==> config.mk <==
export PLATFORM = sky130hd
export DESIGN_NAME = apb_mem_bridge
export DESIGN_NICKNAME = d
export VERILOG_FILES = /design/src/rtl/apb_mem_bridge.sv
export SDC_FILE = /design/constraint.sdc
export NUM_CORES = 1
export LEC_CHECK = 0
export ABC_AREA = 1
export ABC_CLOCK_PERIOD_IN_PS = 4200
export BUFFER_PORTS_ARGS = -buffer_cell sky130_fd_sc_hd__buf_2
export CAP_MARGIN = 20
export CORE_UTILIZATION = 50
export DETAILED_ROUTE_END_ITERATION = 6
export PLACE_DENSITY = 0.89
export SLEW_MARGIN = 5
export SYNTH_ARGS = -nofsm -noshare
export SYNTH_HDL_FRONTEND = slang
export SYNTH_SLANG_ARGS = --single-unit
==> constraint.sdc <==
create_clock -name clk -period 4.2 [get_ports clk]
set_input_delay 0.42 -clock clk [delete_from_list [all_inputs] [get_ports clk]]
set_output_delay 0.42 -clock clk [all_outputs]
set_load 0.05 [all_outputs]
==> src/rtl/apb_mem_bridge.sv <==
// APB-to-memory bridge: decodes a single APB access into a word request on a
// 16-entry memory port. Bad addresses get an immediate error response. A
// memory that never acknowledges ends the access with an error after TIMEOUT
// cycles. Dropping psel while waiting abandons the access without a response.
module apb_mem_bridge #(
    parameter int ADDR_W  = 12,
    parameter int TIMEOUT = 8
) (
    input  logic              clk,
    input  logic              reset,
    input  logic              psel_i,
    input  logic              penable_i,
    input  logic              pwrite_i,
    input  logic [ADDR_W-1:0] paddr_i,
    input  logic [31:0]       pwdata_i,
    output logic              pready_o,
    output logic [31:0]       prdata_o,
    output logic              pslverr_o,
    output logic              mem_req_o,
    output logic              mem_rnw_o,
    output logic [3:0]        mem_addr_o,
    output logic [31:0]       mem_wdata_o,
    input  logic              mem_ready_i,
    input  logic [31:0]       mem_rdata_i
);

    localparam int CNT_W = $clog2(TIMEOUT + 1);

    typedef enum logic [1:0] {
        IDLE = 2'd0,
        REQ  = 2'd1,
        RESP = 2'd2,
        ERR  = 2'd3
    } state_t;

    state_t             state_q, state_d;
    logic [CNT_W-1:0]   cnt_q, cnt_d;
    logic               pready_q, pready_d;
    logic               pslverr_q, pslverr_d;
    logic [31:0]        prdata_q, prdata_d;
    logic               mem_req_q, mem_req_d;
    logic               mem_rnw_q, mem_rnw_d;
    logic [3:0]         mem_addr_q, mem_addr_d;
    logic [31:0]        mem_wdata_q, mem_wdata_d;

    // Only word-aligned addresses inside the 64-byte window reach the memory.
    function automatic logic decode_err(input logic [ADDR_W-1:0] addr);
        return (addr[1:0] != 2'b00) || (addr[ADDR_W-1:6] != {(ADDR_W-6){1'b0}});
    endfunction

    // Next-state and next-output logic; every output is registered from here.
    always_comb begin
        state_d     = state_q;
        cnt_d       = cnt_q;
        pready_d    = 1'b0;
        pslverr_d   = 1'b0;
        prdata_d    = prdata_q;
        mem_req_d   = mem_req_q;
        mem_rnw_d   = mem_rnw_q;
        mem_addr_d  = mem_addr_q;
        mem_wdata_d = mem_wdata_q;
        case (state_q)
            IDLE: begin
                mem_req_d = 1'b0;
                if (psel_i && !penable_i) begin
                    if (decode_err(paddr_i)) begin
                        state_d   = ERR;
                        pready_d  = 1'b1;
                        pslverr_d = 1'b1;
                    end else begin
                        state_d     = REQ;
                        mem_req_d   = 1'b1;
                        mem_rnw_d   = !pwrite_i;
                        mem_addr_d  = paddr_i[5:2];
                        mem_wdata_d = pwdata_i;
                        cnt_d       = {CNT_W{1'b0}};
                    end
                end else begin
                    state_d = IDLE;
                end
            end
            REQ: begin
                if (!psel_i) begin
                    // Master gave up: withdraw the request, no response.
                    state_d   = IDLE;
                    mem_req_d = 1'b0;
                end else if (mem_ready_i) begin
                    state_d   = RESP;
                    mem_req_d = 1'b0;
                    pready_d  = 1'b1;
                    prdata_d  = mem_rnw_q ? mem_rdata_i : 32'h0000_0000;
                end else if (cnt_q == CNT_W'(TIMEOUT - 1)) begin
                    state_d   = RESP;
                    mem_req_d = 1'b0;
                    pready_d  = 1'b1;
                    pslverr_d = 1'b1;
                    prdata_d  = 32'h0000_0000;
                end else begin
                    cnt_d = cnt_q + {{(CNT_W-1){1'b0}}, 1'b1};
                end
            end
            RESP: begin
                state_d = IDLE;
            end
            ERR: begin
                state_d = IDLE;
            end
            default: begin
                state_d   = IDLE;
                mem_req_d = 1'b0;
            end
        endcase
    end

    // State, timeout counter and output registers.
    always_ff @(posedge clk or posedge reset) begin
        if (reset) begin
            state_q     <= IDLE;
            cnt_q       <= {CNT_W{1'b0}};
            pready_q    <= 1'b0;
            pslverr_q   <= 1'b0;
            prdata_q    <= 32'h0000_0000;
            mem_req_q   <= 1'b0;
            mem_rnw_q   <= 1'b0;
            mem_addr_q  <= 4'h0;
            mem_wdata_q <= 32'h0000_0000;
        end else begin
            state_q     <= state_d;
            cnt_q       <= cnt_d;
            pready_q    <= pready_d;
            pslverr_q   <= pslverr_d;
            prdata_q    <= prdata_d;
            mem_req_q   <= mem_req_d;
            mem_rnw_q   <= mem_rnw_d;
            mem_addr_q  <= mem_addr_d;
            mem_wdata_q <= mem_wdata_d;
        end
    end

    assign pready_o    = pready_q;
    assign pslverr_o   = pslverr_q;
    assign prdata_o    = prdata_q;
    assign mem_req_o   = mem_req_q;
    assign mem_rnw_o   = mem_rnw_q;
    assign mem_addr_o  = mem_addr_q;
    assign mem_wdata_o = mem_wdata_q;

endmodule

==> qor.txt <==
Total iterations of the first detailed-routing run -> 5
Commonest non-fill, non-tap cells in the layout -> 160 x nand2_1, 153 x buf_2, 78 x dfrtp_1, 43 x nand3_1, 20 x o21ai_1
CP Class -> reg2reg
Pwr/cell area -> 385 nW/um2
Slew Viols, Final -> 0
Leakage power -> 0.00248 uW
Worst slew pin tran -> 0.910 ns
Final setup violating endpoints -> 0
Syn-to-layout area delta -> 27.9%
FP Rows -> 29
Seq/Total Area, Yosys -> 58.7%
Post-synth top area cell -> dfrtp_1
CTS clk-pin slew, worst paths -> 0.08 ns
Largest net degree at the start of global routing -> 67
WP data arrival -> 2.46 ns
Reg area -> 1950 um2
Total GRT Usage -> 23.1%
Warnings, synthesis -> 0
Layout fillers -> 524
Cell Area, Placed -> 3990 um2
CTS buffer count -> 9
Syn Nets -> 448
CP endpoint kind -> flip-flop
Die footprint -> 6980 um2
Layout cell share with drive strength beyond 1 -> 35.0%
Final hold slack -> 0.103 ns
Die Wd -> 83.6 um
Wire per inst -> 12.9 um
Sink Count -> 78
Port Buffer Count -> 153
Critical Path Start Type -> flip-flop
Drt drc -> 0
Die Y -> 83.6 um
Ranking of synthesized cells by area -> dfrtp_1 59%, nand2_1 18%, nand3_1 6.5%
Final wirelength -> 7.65 mm
Mapped cell area -> 3330 um2
Maxcap violations -> 0
Design Power -> 1640 uW
Worst slew margin -> 39.3%
CTS tree -> yes
Effective utilization at floorplan -> 52.1%
Largest fanout on the critical path -> 44
DP Wirelength -> 5.31 mm
Via density per instance -> 4.92
Ports -> 154
ANT nets after route -> 0
Worst EP required -> 4.48 ns
Status -> completed
Number of global-route vias before repair -> 2,797
Distinct cells, synth -> 21
Total grt overflow -> 0
Cell count after synthesis -> 365
Worst vdd ir -> 0.225 mV
Drt initial violations -> 215
Final #Nets -> 594
Core Box Area -> 6390 um2
GPL Wtd Cong -> 0.796
Period Utilization, post-route -> 51.8%
Post-CTS Setup Bufs -> 0
Count of inserted antenna diode cells -> 0
Commonest non-fill, non-tap cell in the layout -> nand2_1
H-tree levels -> 3
RSZ-0062 raised after global routing -> no
Hold Fails Final Rpt -> 0
Clk Tree Root Cell -> clkbuf_8
Top-area cell type share of the netlist area -> 58.7%
Clock latency on the worst-skew pair -> 0.34 ns
Syn_area_per_cell -> 9.11 um2
Max clock buf depth -> 2
Clk_skew -> 0.00831 ns
F_max -> 0.459 GHz
Finished Cell Area -> 4260 um2
First-pass GRT wire length -> 12.8 mm
Setup TNS -> 0 ns
Fin crit period -> 2.18 ns
#FFs+latches synth -> 78
# hold bufs at CTS -> 0
Worst min path class -> in2async
Antenna violations before repair -> 0
Resized cells post-CTS -> 0
Footprint of the multi-input gates -> 1120 um2
Vias -> 2,912
[worst max-delay path, stage by stage (launching register included)]
cell	delay, ns
dfrtp_1	0.39
or2_4	0.27
nor2_4	0.63
nand2_4	0.44
nand2_1	0.25
nand2_1	0.08
nand2_1	0.06
[cells by family after synthesis]
kind of cell | after synthesis | share of synthesized area [%]
compound gates | 37 | 5.79
fa+ha+maj | 1 | 0.376
buf+inv | 30 | 7.71
flops | 78 | 58.7
simple gates | 219 | 27.5
[synthesized netlist by cell type, drive strengths merged]
cell type  instances
a21oi              1
nand4              1
nand3             43
ha                 1
dfrtp             78
clkbuf             5
nor2              10
or2                2
nand2            163
buf               16
o21ai             36
inv                9
[layout make-up]
class / count / area share (%)
multi-input cells: 257 / 26.3
inverters: 9 / 0.823
well taps: 77 / 2.26
clock buffers: 11 / 3.09
clock inverters: 4 / 2.82
repair buffers: 156 / 18.8
flip-flops and latches: 78 / 45.9
[per-stage QoR]
stage	setup WS (ns)	cells	utilization, %
final	2.02	592	66.7
after global routing	1.85	592	66.7
after CTS	2.02	591	66.3
after detailed placement	2.00	576	62.4
after global placement	2.05	576	62.4
after floorplan	1.78	365	-
[report_power, final]
part | switching, uW | internal, uW | leakage, uW | total [uW]
registers | 10.3 | 765 | 0.00108 | 776
clock network | 262 | 453 | 0.000124 | 714
logic | 101 | 48.0 | 0.00127 | 149
total | 373 | 1270 | 0.00248 | 1640
[sequential cells by signal, summed over array words and instances (netlist names)]
| name | cells |
|---|---|
| state_q | 2 |
| mem_rnw_o | 1 |
| mem_wdata_o | 32 |
| mem_req_o | 1 |
| cnt_q | 4 |
| pslverr_o | 1 |
| prdata_o | 32 |
| pready_o | 1 |
| mem_addr_o | 4 |
[path summary, 6_finish.rpt]
path                                       from               to  slack [ns]  depth (start not counted)
worst max register to register       state_q[0]         cnt_q[0]        2.02                          6
max in group asynchronous                 reset       state_q[0]        3.14                          3
worst max-delay path                 state_q[0]         cnt_q[0]        2.02                          6
worst min-delay path                      reset      prdata_o[2]        0.10                          2
min in group clk                       pwrite_i        mem_rnw_o        0.28                          2
worst min register to register  mem_wdata_o[30]  mem_wdata_o[30]        0.47                          2
[layer usage]
layer / vias to the layer above / share of wire, % / global-route usage, %
met5: - / 0 / 0
met2: 105 / 52 / 38.9
li1: 1449 / - / -
met3: 12 / 4.9 / 5.93
met1: 1346 / 41 / 28.2
met4: 0 / 1.7 / 10.0
Note: power is estimated with default switching activity, not from simulation.
